<file path="src/rtl/core_harness_ctrl.sv">
// Program-load / run / dump sequencer for the core test harness.
// Define HARNESS_HDR_EN to prefix the dump with the 4-byte cycle count.
module core_harness_ctrl #(
  parameter int          ADDR_BITS  = 10,
  parameter int          ROM_BYTES  = 1024,
  parameter int          RAM_BYTES  = 1024,
  parameter int unsigned RUN_CYCLES = 2500
) (
  input  logic                 clk,
  input  logic                 rst,
  input  logic                 start,
  input  logic                 ld_valid,
  input  logic [7:0]           ld_data,
  output logic                 ld_ready,
  output logic                 rom_we,
  output logic [ADDR_BITS-1:0] rom_addr,
  output logic [7:0]           rom_wdata,
  output logic                 core_rst,
  input  logic                 halt,
  output logic                 ram_rd_en,
  output logic [ADDR_BITS-1:0] ram_addr,
  input  logic [7:0]           ram_rdata,
  output logic                 dump_valid,
  output logic [7:0]           dump_data,
  output logic                 dump_last,
  input  logic                 dump_ready,
  output logic                 busy,
  output logic                 done,
  output logic [31:0]          cycles
);

  localparam int CW = ADDR_BITS + 1;
  localparam logic [CW-1:0] ROM_LAST = CW'(ROM_BYTES - 1);
  localparam logic [CW-1:0] RAM_LAST = CW'(RAM_BYTES - 1);
  localparam logic [31:0]   RUN_MAX  = 32'(RUN_CYCLES);

  typedef enum logic [2:0] {
    S_IDLE,
    S_LOAD,
    S_RUN,
    S_DUMP_RD,
    S_DUMP_CAP,
    S_DUMP_OUT,
    S_DONE
  } state_t;

  state_t          r_state;
  state_t          w_next;
  logic [CW-1:0]   r_cnt;
  logic [31:0]     r_cycles;
  logic [7:0]      r_dump_data;

  logic            w_start;
  logic            w_ld_hs;
  logic            w_ld_last;
  logic            w_tmo;
  logic            w_dump_hs;
  logic            w_hdr;
  logic            w_last;
  logic [7:0]      w_cap_byte;

`ifdef HARNESS_HDR_EN
  logic [2:0]      r_hdr_idx;

  // Header phase lasts while the index has not yet reached 4.
  assign w_hdr      = ~r_hdr_idx[2];
  assign w_cap_byte = w_hdr ? r_cycles[{r_hdr_idx[1:0], 3'b000} +: 8]
                            : ram_rdata;

  always_ff @(posedge clk or negedge rst) begin
    if (!rst) begin
      r_hdr_idx <= 3'd0;
    end else if (w_start) begin
      r_hdr_idx <= 3'd0;
    end else if (w_dump_hs && w_hdr) begin
      r_hdr_idx <= r_hdr_idx + 3'd1;
    end
  end
`else
  assign w_hdr      = 1'b0;
  assign w_cap_byte = ram_rdata;
`endif

  assign w_start   = start &&
                     (r_state == S_IDLE || r_state == S_DONE);
  assign w_ld_hs   = (r_state == S_LOAD) && ld_valid;
  assign w_ld_last = w_ld_hs && (r_cnt == ROM_LAST);
  assign w_tmo     = (r_state == S_RUN) && !halt &&
                     (r_cycles + 32'd1 == RUN_MAX);
  assign w_dump_hs = (r_state == S_DUMP_OUT) && dump_ready;
  assign w_last    = !w_hdr && (r_cnt == RAM_LAST);

  always_ff @(posedge clk or negedge rst) begin
    if (!rst) begin
      r_state <= S_IDLE;
    end else begin
      r_state <= w_next;
    end
  end

  always_comb begin
    w_next = r_state;
    unique case (r_state)
      S_IDLE, S_DONE: begin
        if (start) w_next = S_LOAD;
      end
      S_LOAD: begin
        if (w_ld_last) w_next = S_RUN;
      end
      S_RUN: begin
        if (halt || w_tmo) w_next = S_DUMP_RD;
      end
      S_DUMP_RD:  w_next = S_DUMP_CAP;
      S_DUMP_CAP: w_next = S_DUMP_OUT;
      S_DUMP_OUT: begin
        if (dump_ready) w_next = w_last ? S_DONE : S_DUMP_RD;
      end
      default: w_next = S_IDLE;
    endcase
  end

  always_ff @(posedge clk or negedge rst) begin
    if (!rst) begin
      r_cnt       <= '0;
      r_cycles    <= 32'd0;
      r_dump_data <= 8'd0;
    end else begin
      if (w_start) begin
        r_cnt    <= '0;
        r_cycles <= 32'd0;
      end
      if (w_ld_hs) begin
        r_cnt <= w_ld_last ? '0 : r_cnt + 1'b1;
      end
      if (r_state == S_RUN && !halt) begin
        r_cycles <= r_cycles + 32'd1;
      end
      if (r_state == S_DUMP_CAP) begin
        r_dump_data <= w_cap_byte;
      end
      if (w_dump_hs && !w_last && !w_hdr) begin
        r_cnt <= r_cnt + 1'b1;
      end
    end
  end

  assign ld_ready   = (r_state == S_LOAD);
  assign rom_we     = w_ld_hs;
  assign rom_addr   = w_ld_hs ? r_cnt[ADDR_BITS-1:0] : '0;
  assign rom_wdata  = w_ld_hs ? ld_data : 8'd0;
  assign core_rst   = (r_state != S_RUN);
  assign ram_rd_en  = (r_state == S_DUMP_RD) && !w_hdr;
  assign ram_addr   = ram_rd_en ? r_cnt[ADDR_BITS-1:0] : '0;
  assign dump_valid = (r_state == S_DUMP_OUT);
  assign dump_data  = r_dump_data;
  assign dump_last  = dump_valid && w_last;
  assign busy       = (r_state != S_IDLE) && (r_state != S_DONE);
  assign done       = (r_state == S_DONE);
  assign cycles     = r_cycles;

endmodule

</file>
<file path="config.mk">
export PLATFORM = sky130hd
export DESIGN_NAME = core_harness_ctrl
export DESIGN_NICKNAME = d
export VERILOG_FILES = /design/src/rtl/core_harness_ctrl.sv
export SDC_FILE = /design/constraint.sdc
export NUM_CORES = 1
export LEC_CHECK = 0
export ABC_AREA = 1
export BUFFER_PORTS_ARGS = -buffer_cell sky130_fd_sc_hd__buf_2
export CAP_MARGIN = 20
export CORE_UTILIZATION = 35
export DETAILED_ROUTE_END_ITERATION = 7
export GPL_ROUTABILITY_DRIVEN = 0
export MAX_ROUTING_LAYER = met4
export SLEW_MARGIN = 0
export SYNTH_ARGS = -nofsm -noshare
export SYNTH_HDL_FRONTEND = slang
export SYNTH_SLANG_ARGS = --single-unit
</file>
<file path="constraint.sdc">
create_clock -name clk -period 2.1 [get_ports clk]
set_input_delay 0.63 -clock clk [delete_from_list [all_inputs] [get_ports clk]]
set_output_delay 0.63 -clock clk [all_outputs]
set_load 0.01 [all_outputs]
</file>
== After elaboration in Yosys (flattened, before gate mapping) ==
Index checks and enable logic that the tools add are counted.
Word-level totals
  output and inout bits: 76
  bits in registers: 54
  word-level logic and storage cells: 54
  bits of input ports: 22
Cells by class
  reduce and logical (&&, ||, !) cells: 19
  eq/ne operators: 14
  add/sub/neg operators: 2
  multiplexer cells: 15
Operator list (number)
  2-to-1 mux 32 bit: 2
  2-to-1 mux 11 bit: 4
  adder 32 x 1 -> 32 bit, second input constant: 1
  equality test 32 x 12 -> 1 bit, second input constant: 1
  2-to-1 mux 10 bit: 2
  case mux 3 bit (6 select lines): 1
  2-to-1 mux 3 bit: 5
  adder 11 x 1 -> 11 bit, second input constant: 1
  equality test 11 x 10 -> 1 bit, second input constant: 1
  equality test 3 bit, second input constant: 3
  logical AND 1 bit: 9
  2-to-1 mux 8 bit: 1
  equality test 3 x 2 -> 1 bit, second input constant: 2
  nonzero test 3 bit: 2
  != test 2 x 1 -> 1 bit, second input constant: 2
  != test 2 bit, second input constant: 2
  AND reduction 4 bit: 1
  equality test 3 x 1 -> 1 bit, second input constant: 1
  zero test 3 bit: 1
  != test 3 x 2 -> 1 bit, second input constant: 1
  != test 3 bit, second input constant: 1
  zero test 1 bit: 2
  logical OR 1 bit: 2
  nonzero test 2 bit: 1
  OR reduction 2 bit: 1

== Logic depth before layout (Yosys ltp) ==
Gate-level depths: netlist of run 1.
  depth in word-level cells: 6
  gate-level depth with buffers: 16
  gate-level depth less buffers: 16

== Worst setup path after synthesis of run 1 ==
OpenSTA, ideal clock, no wires.
  path type: flip-flop to output port
  from: reg r_state[1]
  to: out rom_addr[6]
  data arrival time: 1.500 ns
  path buffers: 2
  path slack: -0.030 ns
  required time: 1.470 ns
  cell stages (with the launch flop): 8
  cell sequence: dfrtp_1 > inv_1 > nand2_1 > nor2_1 > nand2_1 > clkbuf_1 > clkbuf_1 > nor2_1
On the way
  longest elaborated chain between the ends: 3
Ends and longest elaborated chain
  start: declaration: RTL line 47  | state_t r_state;
  start signal: assignment: RTL line 97  | r_state <= w_next;
  equality test 3 x 1 -> 1 bit
  net ld_ready: RTL line 14  | output logic ld_ready,
  logical AND 1 bit: RTL line 86  | assign w_ld_hs = (r_state == S_LOAD) && ld_valid;
  2-to-1 mux 10 bit: RTL line 149  | assign rom_addr = w_ld_hs ? r_cnt[ADDR_BITS-1:0] : '0;
  end: declaration: RTL line 16  | output logic [ADDR_BITS-1:0] rom_addr,
The timed path passes the listed nets, and every way through them passes these cells.

== Worst setup path after layout of run 1 ==
  from: reg r_cnt[1]
  to: out dump_last
On the way
  longest elaborated chain between the ends: 2
Ends and longest elaborated chain
  start: declaration: RTL line 49  | logic [CW-1:0] r_cnt;
  start signal: assignment: RTL line 133  | r_cnt <= w_ld_last ? '0 : r_cnt + 1'b1;
  start signal: assignment: RTL line 142  | r_cnt <= r_cnt + 1'b1;
  equality test 11 x 10 -> 1 bit: RTL line 91  | assign w_last = !w_hdr && (r_cnt == RAM_LAST);
  logical AND 1 bit: RTL line 156  | assign dump_last = dump_valid && w_last;
  end: declaration: RTL line 25  | output logic dump_last,
No other way between the ends.

==> impl_metrics.py, run 1 <==
metrics = {
    "outcome": {
        "status": "complete, but fails checks",
        "violations": "setup timing",
    },
    "finish": {
        "fin_area_um2": 4952,
        "final_core_util": 0.5043,
        "nets": 694,
        "antenna_cells": 0,
        "area_growth_pct": 38.88,
        "final_cells": 804,
        "layout-drive-gt1-share": 0.3577,
    },
    "worst_setup_path": {
        "end_kind": "output port",
        "cp_max_fo": 4,
        "worst-setup-path-type": "reg2out",
        "cp.arrival_ns": 1.55,
        "required_ns": 1.47,
        "cp-start-kind": "flip-flop",
    },
    "timing": {
        "setup-tns-final_ns": -1.082,
        "min_period_ns": 2.177,
        "slew_headroom": 0.6753,
        "post-route-period-util": 1.037,
        "setup-violations-final": 30,
        "worst_pin_slew_ns": 0.4870,
        "grt_setup_unrepaired": "true",
        "hold_viol_final": 0,
        "fmax_ghz": 0.4594,
        "worst_slack_ns": -0.07674,
        "drv_slew": 0,
        "fin_worst_skew_ns": 0.006252,
    },
    "floorplan": {
        "coreArea_um2": 9819,
        "fp-row-count": 36,
        "fp.dieW_um": 102.9,
        "fp.dieH_um": 102.9,
        "start_util": 0.3631,
        "io_pins": 98,
        "die_area_um2": 10600,
    },
    "yosys": {
        "syn_area_per_cell_um2": 6.678,
        "netlist_instances": 534,
        "synth_top_area_frac": 0.3789,
        "yosysWarnings": 0,
        "ys_ff_latch": 54,
        "netlist_area_um2": 3566,
        "yosysTopAreaCell": "dfrtp_1",
        "synth_area_leaders": "dfrtp_1, nand2_1, nor2_1, inv_1, o21ai_0",
        "synth_cell_types": 29,
        "syn-num-nets": 558,
        "synth_seq_area_share": 0.3789,
    },
    "global_route": {
        "grt_pass1_wl_um": 15910,
        "grt_pass1_vias": 3382,
        "gr-usage-all-layers": 0.1970,
        "antenna_found_initial": 0,
        "grt_max_degree": 38,
        "grt_overflow": 0,
    },
    "placement": {
        "io_buffer_count": 97,
        "hpwlAfterDp_um": 7423,
        "placed_cell_area_um2": 4259,
        "dp_cells": 764,
        "dp_slack_ns": -0.007983,
    },
    "route": {
        "drt-wirelength-per-cell_um": 13.10,
        "final_antenna_net_count": 0,
        "drtPass1Iterations": 4,
        "avgViaCountPerCell": 4.743,
        "drc": 0,
        "num_vias": 3813,
        "wl_um": 10530,
        "drtIter0Drc": 86,
    },
    "clocking": {
        "path_clk_slew_ns": 0.11,
        "htree_num_levels": 2,
        "insertion_delay_ns": 0.31,
        "cts_tree": "built",
        "cts_root_buf": "clkbuf_8",
        "holdBufCountCts": 0,
        "cts_buffers": 5,
        "cts.sinks": 54,
        "max-clock-path-buffers": 2,
    },
    "power": {
        "ir_drop_mv": 0.6415,
        "cellPowerDensity_nw_per_um2": 752.5,
        "leakagePower_nw": 2.595,
    },
    "flow_run": {
        "drv.max_cap_violation_count": 0,
    },
    "hold_path": {
        "hp-class": "in2async",
    },
}
[power breakdown]
group	internal, mW	switching [mW]	total, mW	leakage [nW]
sequential	1.19	0.133	1.32	0.719
clock	0.352	0.376	0.729	0.0579
combinational	0.682	0.993	1.68	1.82
[cells in the mapped netlist, drive strengths merged]
| library cell | instances |
|---|---|
| clkbuf | 6 |
| nand3 | 33 |
| xor2 | 7 |
| and3 | 1 |
| nand3b | 2 |
| inv | 74 |
| clkinv | 1 |
| nor3b | 1 |
| dfrtp | 54 |
| nor3 | 8 |
| nand4 | 4 |
| o21ai | 37 |
| a21oi | 9 |
| nor2 | 103 |
| buf | 4 |
| nand2 | 175 |
| o22ai | 5 |
| ha | 2 |
| mux2 | 8 |
[critical path: stages (launching register included)]
cell and delay (ns):
dfrtp_1 0.40, ha_4 0.16, nand2_4 0.06, nor2_4 0.15, nand2_4 0.09, nor3_4 0.21
buf_2 0.16
[path summary, 6_finish.rpt]
check / to / slack, ns / from / depth (start not counted)
worst max-delay path: dump_last / -0.08 / r_cnt[1]$_DFFE_PN0P_ / 6
max in group asynchronous: r_state[0]$_DFFE_PN0P_ / 1.26 / rst / 2
worst max register to register: r_cnt[10]$_DFFE_PN0P_ / -0.06 / r_cnt[1]$_DFFE_PN0P_ / 14
worst min register to register: dump_data[0]$_DFFE_PN0P_ / 0.51 / dump_data[0]$_DFFE_PN0P_ / 1
worst min-delay path: cycles[9]$_DFFE_PN0P_ / 0.26 / rst / 1
min in group clk: dump_data[0]$_DFFE_PN0P_ / 0.51 / dump_data[0]$_DFFE_PN0P_ / 1
[per-layer routing]
metal | GRT usage | wire [um] | up-vias
li1 | - | - | 1929
met1 | 0.2548 | 4781 | 1760
met2 | 0.3359 | 5133 | 120
met3 | 0.02373 | 570 | 4
met5 | - | 0 | -
met4 | 0.03142 | 43 | 0
[repair_timing]
item | 4_1_cts | 5_1_grt
gates resized for setup | 18 | 74
pin swaps | 3 | 23
setup buffers | 4 | 26
endpoints found under the setup margin | 34 | 73
gates cloned | 0 | 2
[state kept, by name, indices dropped and copies added (netlist names)]
signal and cells:
dump_data 8, r_cnt 11, r_state 3, cycles 32
[final cells by class]
class | count | area, um2
Fill cell | 1045 | 4867
Multi-Input combinational cell | 396 | 2160
Sequential cell | 54 | 1359
Timing Repair Buffer | 138 | 869.6
Inverter | 75 | 289.0
Tap cell | 133 | 166.4
Clock buffer | 5 | 68.82
Clock inverter | 3 | 40.04
[cells by family (layout without fill, tap and decap cells)]
kind of cell               after synthesis  in the layout  share of synthesized area
AOI/OAI and AO/OA                       51             51                    0.07509
xor gates and xnor gates                 7              7                    0.01719
adders and majority gates                2              2                   0.007016
buffers and inverters                   85            221                    0.09263
DFF                                     54             54                     0.3789
muxes                                    8              8                    0.02526
and+or+nand+nor                        327            328                     0.4039
[through the flow]
step	hold WS, ns	power, mW
after detailed placement	0.4913	2.552
final	0.2599	3.727
after global placement	0.4839	2.528
after CTS	0.2759	3.402
after floorplan	0.3344	2.130
after global routing	0.2889	3.955
[placed cells by master (no fill, tap or decap), types with 7 or more instances in the layout]
cell     count
nand2_4     11
dfrtp_1     48
buf_6        7
o21ai_0     34
nor2_2      14
a21oi_1      7
nor2_4      14
inv_1       63
nand2_1    154
nand2_2     10
mux2_2       8
buf_4       34
nor2_1      73
inv_2        8
buf_2       94
nand3_1     28
Note: power is estimated with default switching activity, not from simulation.
==> inputs of run 2 (changes only) <==
--- a/config.mk
+++ b/config.mk
@@ -12,6 +12,7 @@
 export DETAILED_ROUTE_END_ITERATION = 7
 export GPL_ROUTABILITY_DRIVEN = 0
 export MAX_ROUTING_LAYER = met4
+export SKIP_CTS_REPAIR_TIMING = 1
 export SLEW_MARGIN = 0
 export SYNTH_ARGS = -nofsm -noshare
 export SYNTH_HDL_FRONTEND = slang
==> impl_metrics.py, run 2 (same netlist as run 1, synthesis figures left out) <==
metrics = {
    "outcome": {
        "status": "complete, but fails checks",
        "violations": "setup timing",
    },
    "floorplan": {
        "start_util": 0.3631,
        "coreArea_um2": 9819,
        "fp.dieH_um": 102.9,
        "fp.dieW_um": 102.9,
        "die_area_um2": 10600,
        "io_pins": 98,
        "fp-row-count": 36,
    },
    "finish": {
        "area_growth_pct": 30.67,
        "final_cell_mix": "nand2_1, buf_2, nor2_1",
        "layout-drive-gt1-share": 0.3050,
        "final_common_cell": "nand2_1",
        "final_cells": 792,
        "largest_reg_flops": 32,
        "antenna_cells": 0,
        "filler_cell_count": 1074,
        "nets": 682,
    },
    "hold_path": {
        "hp-class": "in2async",
    },
    "timing": {
        "setup-violations-final": 21,
        "slew_headroom": 0.6778,
        "hold_viol_final": 0,
        "post-route-period-util": 1.033,
        "hold_slack_ns": 0.2635,
        "fmax_ghz": 0.4609,
        "worst_pin_slew_ns": 0.4833,
        "grt_setup_unrepaired": "true",
        "fin_worst_skew_ns": 0.007583,
        "drv_slew": 0,
        "worst_slack_ns": -0.06947,
        "min_period_ns": 2.169,
    },
    "worst_setup_path": {
        "crit_start": "r_cnt[0]$_DFFE_PN0P_",
        "r2r-end": "r_state[1]$_DFFE_PN0P_",
        "r2r_slack_ns": -0.01,
        "critPathBufInv": 1,
        "timing.rr.start": "cycles[1]$_DFFE_PN0P_",
        "cp.arrival_ns": 1.54,
        "end_kind": "output port",
        "cp_cell_sequence": "ha_2 > nand2_2 > nor2_4 > nand2_4 > nor3_4 > buf_2",
        "cp.depth": 6,
        "cp_slowest_cell": "dfrtp_1",
        "cp-start-kind": "flip-flop",
        "cp_max_fo": 4,
        "required_ns": 1.47,
        "critPathMaxStageDelay_ns": 0.39,
        "crit_end": "dump_last",
        "r2r_cells": 15,
        "path_delay_family": "simple AND/OR/NAND/NOR gates",
        "worst-setup-path-type": "reg2out",
    },
    "flow_run": {
        "drv.max_cap_violation_count": 0,
    },
    "route": {
        "drt-wirelength-per-cell_um": 12.54,
        "avgViaCountPerCell": 4.705,
        "final_antenna_net_count": 0,
        "num_vias": 3726,
        "drtIter0Drc": 54,
        "wl_um": 9934,
        "drtPass1Iterations": 4,
        "drc": 0,
    },
    "global_route": {
        "grt_pass1_wl_um": 15660,
        "grt_overflow": 0,
        "grt_max_degree": 38,
        "antenna_found_initial": 0,
        "gr-usage-all-layers": 0.1941,
        "grt_pass1_vias": 3341,
    },
    "placement": {
        "io_buffer_count": 97,
        "hpwlAfterDp_um": 7423,
        "dp_cells": 764,
    },
    "clocking": {
        "insertion_delay_ns": 0.31,
        "cts.sinks": 54,
        "cts_tree": "built",
        "path_clk_slew_ns": 0.11,
        "cts_buffers": 5,
        "max-clock-path-buffers": 2,
        "htree_num_levels": 2,
        "cts_root_buf": "clkbuf_8",
    },
    "power": {
        "leakagePower_nw": 2.474,
        "ir_drop_mv": 0.6570,
        "cellPowerDensity_nw_per_um2": 738.0,
    },
}
run 2: cell count changes in the layout (fill, tap and decap cells not counted), moves of 3 or more:
cell and delta:
nor2_1 +11, inv_1 +3, nor2_4 -5, buf_2 +3
nand2_1 +5, nor2_2 -6, inv_4 -3, buf_6 -7
buf_4 -6, nand2_4 -4
run 2: metal layers:
layer  global-route usage  routed length (um)  up-vias
met4              0.03684                  51        0
met3              0.02373                 517        4
met5                    -                   0        -
li1                     -                   -     1907
met2               0.3287                4685      120
met1               0.2504                4679     1695
run 2: final cells by class:
type	instances	area (um2)	area share
Timing Repair Buffer	127	735.7	0.1579
Multi-Input combinational cell	395	2011	0.4315
Clock buffer	5	68.82	0.01477
Clock inverter	3	40.04	0.008593
Sequential cell	54	1356	0.2911
Inverter	75	281.5	0.06042
Tap cell	133	166.4	0.03571
run 2: through the flow:
stage	setup TNS [ns]	setup slack [ns]	power [mW]	util	instance area, um2
final	-0.9703	-0.06947	3.439	0.4745	4659
after global routing	-4.612	-0.2040	3.673	0.4745	4659
after CTS	-3.751	-0.2313	3.273	0.4448	4368
after detailed placement	-0.01108	-0.007983	2.552	0.4337	4259
after global placement	0	0.03502	2.528	0.4337	4259
after floorplan	0	0.04600	2.130	-	3568
run 2: power by group:
group          leakage (nW)  internal (mW)  switching (mW)
clock                0.0579          0.352           0.364
combinational          1.69          0.551           0.876
sequential            0.722           1.19           0.110
total                  2.47           2.09            1.35
run 2: how the worst min path moves through the flow:
stage,startpoint,endpoint,slack [ns]
floorplan,rst,cycles[0]$_DFFE_PN0P_,0.33
global placement,dump_data[0]$_DFFE_PN0P_,dump_data[0]$_DFFE_PN0P_,0.48
detailed placement,dump_data[5]$_DFFE_PN0P_,dump_data[5]$_DFFE_PN0P_,0.49
CTS,rst,cycles[9]$_DFFE_PN0P_,0.28
global route,rst,cycles[9]$_DFFE_PN0P_,0.29
finish,rst,cycles[9]$_DFFE_PN0P_,0.26
run 2: worst reg2reg max path: cells and delay by family (launching register included):
kind / cells / cell delay [ns]
adders and majority gates: 1 / 0.24
buffers and inverters: 1 / 0.15
DFF: 1 / 0.41
and+or+nand+nor: 13 / 1.22
